==> config.mk <==
export PLATFORM = sky130hd
export DESIGN_NAME = chaotic_iter_ctrl
export DESIGN_NICKNAME = d
export VERILOG_FILES = /design/src/rtl/chaotic_pkg.sv /design/src/rtl/chaotic_watchdog.sv /design/src/rtl/chaotic_iter_ctrl.sv
export SDC_FILE = /design/constraint.sdc
export NUM_CORES = 1
export LEC_CHECK = 0
export CORE_AREA = 2 2 327 329
export CTS_BUF_LIST = sky130_fd_sc_hd__clkbuf_8
export DETAILED_ROUTE_END_ITERATION = 8
export DIE_AREA = 0 0 329 331
export GPL_ROUTABILITY_DRIVEN = 0
export SLEW_MARGIN = 20
export SYNTH_ARGS = -nofsm -noshare
export SYNTH_HDL_FRONTEND = slang
export SYNTH_HIERARCHICAL = 1
export SYNTH_SLANG_ARGS = --single-unit
==> constraint.sdc <==
create_clock -name clk -period 8.1 [get_ports clk]
set_input_delay 1.215 -clock clk [delete_from_list [all_inputs] [get_ports clk]]
set_output_delay 1.215 -clock clk [all_outputs]
set_load 0.02 [all_outputs]
==> src/rtl/chaotic_pkg.sv <==
// Shared defaults and the FSM state encoding for the chaotic-iteration controller.
package chaotic_pkg;
  localparam int DATA_WIDTH_DEF = 64;
  localparam int TIMEOUT_DEF    = 1024;

  typedef enum logic [1:0] {
    ST_IDLE  = 2'd0,
    ST_ISSUE = 2'd1,
    ST_WAIT  = 2'd2,
    ST_EMIT  = 2'd3
  } state_e;
endpackage

==> src/rtl/chaotic_watchdog.sv <==
// Cycle watchdog for one datapath round trip; expired is high in the TIMEOUT-th enabled cycle.
module chaotic_watchdog
  import chaotic_pkg::*;
#(
  parameter int TIMEOUT = TIMEOUT_DEF
) (
  input  logic clk,
  input  logic rst_n,
  input  logic clear,
  input  logic enable,
  output logic expired
);
  localparam int W = $clog2(TIMEOUT + 1);

  logic [W-1:0] cnt_q;

  assign expired = enable && (cnt_q == W'(TIMEOUT - 1));

  always_ff @(posedge clk or negedge rst_n) begin
    if (!rst_n)                  cnt_q <= '0;
    else if (clear)              cnt_q <= '0;
    else if (enable && !expired) cnt_q <= cnt_q + 1'b1;
  end
endmodule

==> src/rtl/chaotic_iter_ctrl.sv <==
// Sequencer for an external chaotic-equations datapath: seeds it, drops transient
// iterations, then streams samples with backpressure, stop and timeout handling.
module chaotic_iter_ctrl
  import chaotic_pkg::*;
#(
  parameter int DATA_WIDTH = DATA_WIDTH_DEF,
  parameter int CNT_WIDTH  = 32,
  parameter int TIMEOUT    = TIMEOUT_DEF
) (
  input  logic                  clk,
  input  logic                  rst_n,
  input  logic                  start,
  input  logic                  stop,
  input  logic [DATA_WIDTH-1:0] x0,
  input  logic [DATA_WIDTH-1:0] y0,
  input  logic [DATA_WIDTH-1:0] z0,
  input  logic [CNT_WIDTH-1:0]  discard,
  input  logic [CNT_WIDTH-1:0]  count,
  output logic                  eq_n_valid,
  output logic [DATA_WIDTH-1:0] eq_xn,
  output logic [DATA_WIDTH-1:0] eq_yn,
  output logic [DATA_WIDTH-1:0] eq_zn,
  input  logic                  eq_n1_valid,
  input  logic [DATA_WIDTH-1:0] eq_xn1,
  input  logic [DATA_WIDTH-1:0] eq_yn1,
  input  logic [DATA_WIDTH-1:0] eq_zn1,
  output logic                  out_valid,
  input  logic                  out_ready,
  output logic [DATA_WIDTH-1:0] out_x,
  output logic [DATA_WIDTH-1:0] out_y,
  output logic [DATA_WIDTH-1:0] out_z,
  output logic                  busy,
  output logic                  done,
  output logic                  timeout_err
);
  state_e                state_q;
  logic [DATA_WIDTH-1:0] x_q, y_q, z_q, ox_q, oy_q, oz_q;
  logic [CNT_WIDTH-1:0]  disc_q, count_q, iter_q, emit_q;
  logic [CNT_WIDTH-1:0]  iter_d, emit_d;
  logic                  warm_q, stop_pend_q, out_valid_q, done_q, tmo_q;
  logic                  stop_req, last_emit, wd_expired;

  assign iter_d    = iter_q + 1'b1;
  assign emit_d    = emit_q + 1'b1;
  assign stop_req  = stop_pend_q | stop;
  assign last_emit = (count_q != '0) && (emit_d == count_q);

  assign busy        = (state_q != ST_IDLE);
  assign eq_n_valid  = (state_q == ST_ISSUE);
  assign eq_xn       = x_q;
  assign eq_yn       = y_q;
  assign eq_zn       = z_q;
  assign out_valid   = out_valid_q;
  assign out_x       = ox_q;
  assign out_y       = oy_q;
  assign out_z       = oz_q;
  assign done        = done_q;
  assign timeout_err = tmo_q;

  chaotic_watchdog #(.TIMEOUT(TIMEOUT)) u_wd (
    .clk    (clk),
    .rst_n  (rst_n),
    .clear  (state_q == ST_ISSUE),
    .enable (state_q == ST_WAIT),
    .expired(wd_expired)
  );

  always_ff @(posedge clk or negedge rst_n) begin
    if (!rst_n) begin
      state_q     <= ST_IDLE;
      {x_q, y_q, z_q, ox_q, oy_q, oz_q} <= '0;
      {disc_q, count_q, iter_q, emit_q} <= '0;
      warm_q      <= 1'b0;
      stop_pend_q <= 1'b0;
      out_valid_q <= 1'b0;
      done_q      <= 1'b0;
      tmo_q       <= 1'b0;
    end else begin
      done_q <= 1'b0;
      if (busy && stop) stop_pend_q <= 1'b1;
      case (state_q)
        ST_IDLE: if (start) begin
          x_q <= x0; y_q <= y0; z_q <= z0;
          disc_q      <= discard;
          count_q     <= count;
          iter_q      <= '0;
          emit_q      <= '0;
          warm_q      <= 1'b0;
          stop_pend_q <= 1'b0;
          tmo_q       <= 1'b0;
          state_q     <= ST_ISSUE;
        end
        ST_ISSUE: state_q <= ST_WAIT;
        ST_WAIT: begin
          if (eq_n1_valid) begin
            x_q <= eq_xn1; y_q <= eq_yn1; z_q <= eq_zn1;
            iter_q <= iter_d;
            // warm_q keeps a wrapped iteration counter from re-entering the transient phase
            if (!warm_q && iter_d <= disc_q) begin
              state_q <= stop_req ? ST_IDLE : ST_ISSUE;
              done_q  <= stop_req;
            end else begin
              warm_q      <= 1'b1;
              ox_q <= eq_xn1; oy_q <= eq_yn1; oz_q <= eq_zn1;
              out_valid_q <= 1'b1;
              state_q     <= ST_EMIT;
            end
          end else if (wd_expired) begin
            tmo_q   <= 1'b1;
            state_q <= ST_IDLE;
          end
        end
        ST_EMIT: if (out_ready) begin
          emit_q      <= emit_d;
          out_valid_q <= 1'b0;
          if (last_emit || stop_req) begin
            state_q <= ST_IDLE;
            done_q  <= 1'b1;
          end else begin
            state_q <= ST_ISSUE;
          end
        end
        default: state_q <= ST_IDLE;
      endcase
    end
  end
endmodule

==> impl_metrics.toml, run 1 <==
[status]
status = "completed"

[drt]
wirelength_um = 108900
drt_pass1_iterations = 5
routed.top_layer = "met5"
route.met3.wl_um = 10180
met2WireLength_um = 49560
vias = 21059
drt-wirelength-per-cell_um = 23.70
drt_iter0_drc = 1279
via_per_inst = 4.582
antenna_left = 0
drt-met1-wl_um = 45270
drc_errors = 0

[sta]
final-setup-viol-count = 0
drv_slew = 0
fin_ws_ps = 2366
timing.hold.ws_ps = 469.2
max-slew-margin-rel_pct = 19.10
skew_ps = 54.72
setup-tns-final_ps = 0
fmax_ghz = 0.1744
period_minus_slack_ps = 5734
finalCritPeriodShare_pct = 70.79
rsz0062_at_grt = "no"
worstMarginPinSlew_ps = 1214
hold_viol_final = 0

[critical_path]
reg2reg_to = "out_z[24]"
critical_path.max_fanout = 112
worst_setup_path_start_kind = "flip-flop"
cp-end-kind = "flip-flop"
r2r_slack_ps = 2370
arrival_ps = 6350
required_ps = 8710
reg2regPathDepth = 15
crit_type = "flip-flop to flip-flop"
r2r_start = "iter_q[0]"

[floorplan]
rows = 119
io_pins = 843
die_h_um = 331
core-area_mm2 = 0.1050
initial_core_util_pct = 23.56
die_x_um = 329
dieArea_mm2 = 0.1089

[yosys]
yosysUniqueCellTypes = 77
ys.flop_type = "dfrtp_1"
synth-seq-area-share_pct = 53.64
synth_fa_ha_area_share_pct = 1.771
yosysWarnings = 6
synth_top_family_by_area = "multiplexers"
synth_most_common_cell = "dfrtp_1"
synth-compound-area-share_pct = 9.781
yosys.area.top_type = "dfrtp_1"
synth-edff-count = 0
synth_mux_area_share_pct = 16.69
post_synth_main_area_contributors = "dfrtp_1 54%, mux2i_1 7.8%, mux2_1 7.2%, nand2_1 6.0%, o21ai_0 5.7%"
netlist_top_cells_count = "530 x dfrtp_1, 398 x nand2_1, 281 x o21ai_0, 193 x mux2i_1, 158 x mux2_1"
syn_avg_cell_area_um2 = 10.87
syn_nets = 2764
synth_xor_area_share_pct = 2.894
synth_area_mm2 = 0.02473
synthArstFlopShare_pct = 100.0
yosysTopAreaCellShare_pct = 53.64
netlist_instances = 2275
ys_ff_latch = 530
synth-simple-area-share_pct = 12.05

[grt]
grt_max_degree = 160
grt_antenna_before_repair = 58
grt.total_usage_pct = 19.34
grt_first_pass_wirelength_um = 152600
grt_pass1_vias = 20901
grt-ovfl-total = 0

[clock_network]
cts_tree = "done"
cts-buffers-inserted = 101
path_clk_slew_ps = 60
worstSkewPairLatency_ps = 770
cts_resized = 0
cts_sinks = 530
cts.hold.buffers_added = 0
cts_max_path_buffers = 3
cts_setup_buffers = 0
root_buffer = "clkbuf_8"
h-tree-depth = 3

[power_and_ir_drop]
leakage_uw = 0.01625
power_density_mw_per_mm2 = 297.9
ir_worst_vdd_uv = 249.8

[min_path]
hold_class = "primary input to async pin"

[final_layout]
nets = 3586
synthToLayoutAreaGrowth_pct = 48.57
drive_gt1_share_pct = 7.702
fin_cells = 4596

[placement]
place_worst_setup_slack_ps = 2509
place_hpwl_um = 83640
port_buffers = 842
dpl.cell_count = 4385

[run]
drv_cap = 0
==> metrics by stage <==
| stage | utilization, % | instance area [um^2] | power, uW |
|---|---|---|---|
| 2_1_floorplan | - | 24730 | 6027 |
| 3_3_place_gp | 32.87 | 34510 | 8102 |
| 3_5_place_dp | 32.87 | 34510 | 8146 |
| 4_1_cts | 34.94 | 36680 | 11080 |
| 5_1_grt | 34.96 | 36700 | 11620 |
| 6_report | 35.00 | 36740 | 10940 |
==> final cells by class <==
class / count / area, um^2
diodes: 24 / 60.06
clock inverters: 64 / 476.7
flip-flops and latches: 530 / 13260
fillers: 10661 / 68230
clock buffers: 123 / 1693
repair buffers: 862 / 8646
multi-input cells: 1561 / 10700
well taps: 1391 / 1740
inverters: 41 / 153.9
==> placed cells by master (no fill, tap or decap), types with 6 or more instances in the layout <==
master and count:
nor3_1 13, diode_2 24, mux2i_1 193, clkbuf_8 123, a21o_1 11, a31oi_1 14, mux2_2 37, nand4_1 30
nand2_1 398, a22o_1 21, clkdlybuf4s50_1 841, inv_1 70, dfrtp_1 530, nor4_1 18, nor2_1 56, and3_1 20
clkinv_2 17, xor2_1 29, buf_4 15, and2_1 6, a21oi_1 35, xnor2_1 50, o21ai_0 281, mux2_1 158
ha_1 35, nand3_1 31, or4_1 6, nor2b_1 6, o31ai_1 15, and4_1 8
==> report_power, final <==
| part | internal [uW] | switching (uW) |
|---|---|---|
| registers | 3310 | 444 |
| logic | 1810 | 2530 |
| clock network | 1550 | 1300 |
==> cell families after synthesis <==
logic type               Yosys count
AO/OA/AOI/OAI                    421
XOR/XNOR                          80
buffers and inverters            184
multiplexers                     388
adder cells (fa/ha/maj)           35
flip-flops                       530
AND/OR/NAND/NOR                  637
==> worst max-delay path, stage by stage, from the launching register on <==
cell and delay, ps:
dfrtp_1 400, ha_1 240, nand3_1 190, nand2b_1 280, or4b_1 580, nor3_2 320
and3_1 270, xor2_1 80, ha_1 290, nand4_1 160, or3_1 400, o211ai_1 190
a22o_1 310, and2_4 570, buf_12 360, mux2_2 420
==> flip-flops by register name, indices dropped and copies added (netlist names), 64 cells and up <==
register,cells
out_z,64
eq_yn,64
out_x,64
eq_zn,64
out_y,64
eq_xn,64
==> layer usage <==
layer | up-vias | GRT usage, %
met5 | - | 0
met4 | 34 | 6.492
met3 | 193 | 6.599
met2 | 824 | 30.22
met1 | 10334 | 24.95
li1 | 9674 | -
==> how the worst max path moves through the flow <==
stage                      to  slack, ps  depth (start not counted)       from
floorplan           out_x[10]       3750                         17  iter_q[0]
global placement     out_z[6]       2630                         15  iter_q[0]
detailed placement  out_z[19]       2510                         15  iter_q[0]
CTS                 out_z[24]       2470                         15  iter_q[0]
global route        out_z[24]       2110                         15  iter_q[0]
finish              out_z[24]       2370                         15  iter_q[0]
Power figures use the tool's default switching activity.
==> run 2: changes to the inputs <==
--- a/config.mk
+++ b/config.mk
@@ -5,10 +5,10 @@
 export SDC_FILE = /design/constraint.sdc
 export NUM_CORES = 1
 export LEC_CHECK = 0
-export CORE_AREA = 2 2 327 329
+export CORE_AREA = 2 2 331 333
 export CTS_BUF_LIST = sky130_fd_sc_hd__clkbuf_8
 export DETAILED_ROUTE_END_ITERATION = 8
-export DIE_AREA = 0 0 329 331
+export DIE_AREA = 0 0 333 335
 export GPL_ROUTABILITY_DRIVEN = 0
 export SLEW_MARGIN = 20
 export SYNTH_ARGS = -nofsm -noshare
==> constraint.sdc (replaced) <==
create_clock -name clk -period 5.7 [get_ports clk]
set_input_delay 0.855 -clock clk [delete_from_list [all_inputs] [get_ports clk]]
set_output_delay 0.855 -clock clk [all_outputs]
set_load 0.02 [all_outputs]
==> run 2 against run 1 <==
  * Via count decreased by 0.73%
  * Maximum frequency grew 13%
  * Cell area up 0.16%
  * Clock-buffer cell count is 1 lower
  * Critical endpoint is now out_z[13]
  * Highest routed layer unchanged
==> impl_metrics.toml, run 2 (synthesized netlist as in run 1, its figures left out) <==
[clock_network]
cts-buffers-inserted = 100
cts_sinks = 530
cts_tree = "done"
cts_resized = 0
root_buffer = "clkbuf_8"
cts.hold.buffers_added = 0
cts_setup_buffers = 0
cts_max_path_buffers = 3
h-tree-depth = 3
path_clk_slew_ps = 50
worstSkewPairLatency_ps = 760

[drt]
drt_pass1_iterations = 6
via_per_inst = 4.539
wirelength_um = 108100
drc_errors = 0
drt-wirelength-per-cell_um = 23.46
antenna_left = 0
vias = 20906
drt_iter0_drc = 1360

[critical_path]
crit_type = "flip-flop to flip-flop"
arrival_ps = 5670
r2r_slack_ps = 650
required_ps = 6320
worst_setup_path_start_kind = "flip-flop"
cp-end-kind = "flip-flop"
critical_path.max_fanout = 42

[floorplan]
dieArea_mm2 = 0.1116
io_pins = 843
rows = 121
core-area_mm2 = 0.1081
initial_core_util_pct = 22.87
die_x_um = 333
die_h_um = 335

[final_layout]
drive_gt1_share_pct = 7.528
nets = 3591
final_common_cell = "clkdlybuf4s50_1"
fillers = 10984
synthToLayoutAreaGrowth_pct = 48.82
final_cell_mix = "841 x clkdlybuf4s50_1, 530 x dfrtp_1, 398 x nand2_1, 281 x o21ai_0, 193 x mux2i_1"
fin_cells = 4606

[run]
drv_cap = 0

[sta]
fin_ws_ps = 646.8
final-setup-viol-count = 0
skew_ps = 53.42
period_minus_slack_ps = 5053
max-slew-margin-rel_pct = 37.69
finalCritPeriodShare_pct = 88.65
rsz0062_at_grt = "no"
setup-tns-final_ps = 0
hold_viol_final = 0
drv_slew = 0
worstMarginPinSlew_ps = 934.6
timing.hold.ws_ps = 115.4
fmax_ghz = 0.1979

[grt]
grt_max_degree = 165
grt_pass1_vias = 21155
grt-ovfl-total = 0
grt.total_usage_pct = 18.89
grt_first_pass_wirelength_um = 153300
grt_antenna_before_repair = 51

[status]
status = "completed"

[power_and_ir_drop]
p_total_uw = 15420
p_comb_share_pct = 39.9
p_sw_share_pct = 38.72
leakage_uw = 0.01628
p_int_uw = 9452
ir_worst_vdd_uv = 377.3
clkPwrFrac_pct = 25.6
power_density_mw_per_mm2 = 419.2
p_sw_uw = 5971
power_frac_seq_pct = 34.5

[placement]
port_buffers = 842
dpl.cell_count = 4414
place_worst_setup_slack_ps = 664.9
place_hpwl_um = 83680

[min_path]
hold_class = "primary input to async pin"
## run 2: critical path, cell delays in order, from the launching register on
cell and delay, ps:
dfrtp_1 400, ha_1 260, nand3_1 190, nand2b_1 270, or4b_1 590, nor3_2 280
and3_1 260, xor2_1 90, ha_1 300, nand4_1 150, or3_1 400, o211ai_1 210
a22o_1 320, and2_4 250, buf_12 230, buf_12 310, mux2_2 370
## run 2: path summary, 6_finish.rpt
path,from,endpoint,cells past startpoint
max in group asynchronous,rst_n,eq_zn[16],2
min,rst_n,disc_q[1],1
max,iter_q[0],out_z[13],16
min in group clk,eq_xn[53],eq_xn[53],2
max reg2reg,iter_q[0],out_z[13],16
min reg2reg,eq_xn[53],eq_xn[53],2
## run 2: final cells by class
cell class	instances	area (um^2)	area share (%)
multi-input combinational	1561	10700	29.09
sequential	530	13260	36.04
antenna	17	42.54	0.1156
timing repair buffer	868	8778	23.86
inverter	41	153.9	0.4182
clock inverter	53	406.6	1.105
tap	1414	1769	4.808
clock buffer	122	1679	4.563
## run 2: power groups by stage
stage               Combinational (uW)  Clock, uW  Sequential [uW]
floorplan                         2520          0             6050
global placement                  6150          0             5340
detailed placement                6190          0             5350
CTS                               6210       4080             5320
global route                      6700       4260             5430
finish                            6150       3950             5320
## run 2: layer usage
layer / GRT usage, % / vias up / share of wire, %
met5: 0 / - / 0.16
met4: 8.347 / 30 / 3.4
met3: 6.852 / 186 / 8.8
met2: 28.67 / 828 / 46
met1: 24.01 / 10193 / 42
li1: - / 9669 / -
## run 2: through the flow
| step | utilization (%) | area [um^2] |
|---|---|---|
| final | 34.04 | 36800 |
| after global routing | 34.04 | 36790 |
| after CTS | 34.00 | 36750 |
| after detailed placement | 32.07 | 34670 |
| after global placement | 32.07 | 34670 |
| after floorplan | - | 24730 |
==> run 3: changes to the inputs <==
--- a/config.mk
+++ b/config.mk
@@ -10,7 +10,6 @@
 export DETAILED_ROUTE_END_ITERATION = 8
 export DIE_AREA = 0 0 333 335
 export GPL_ROUTABILITY_DRIVEN = 0
-export SLEW_MARGIN = 20
 export SYNTH_ARGS = -nofsm -noshare
 export SYNTH_HDL_FRONTEND = slang
 export SYNTH_HIERARCHICAL = 1
==> results of run 3 <==
No change in the layout: final DEF, timing and power equal those of run 2.
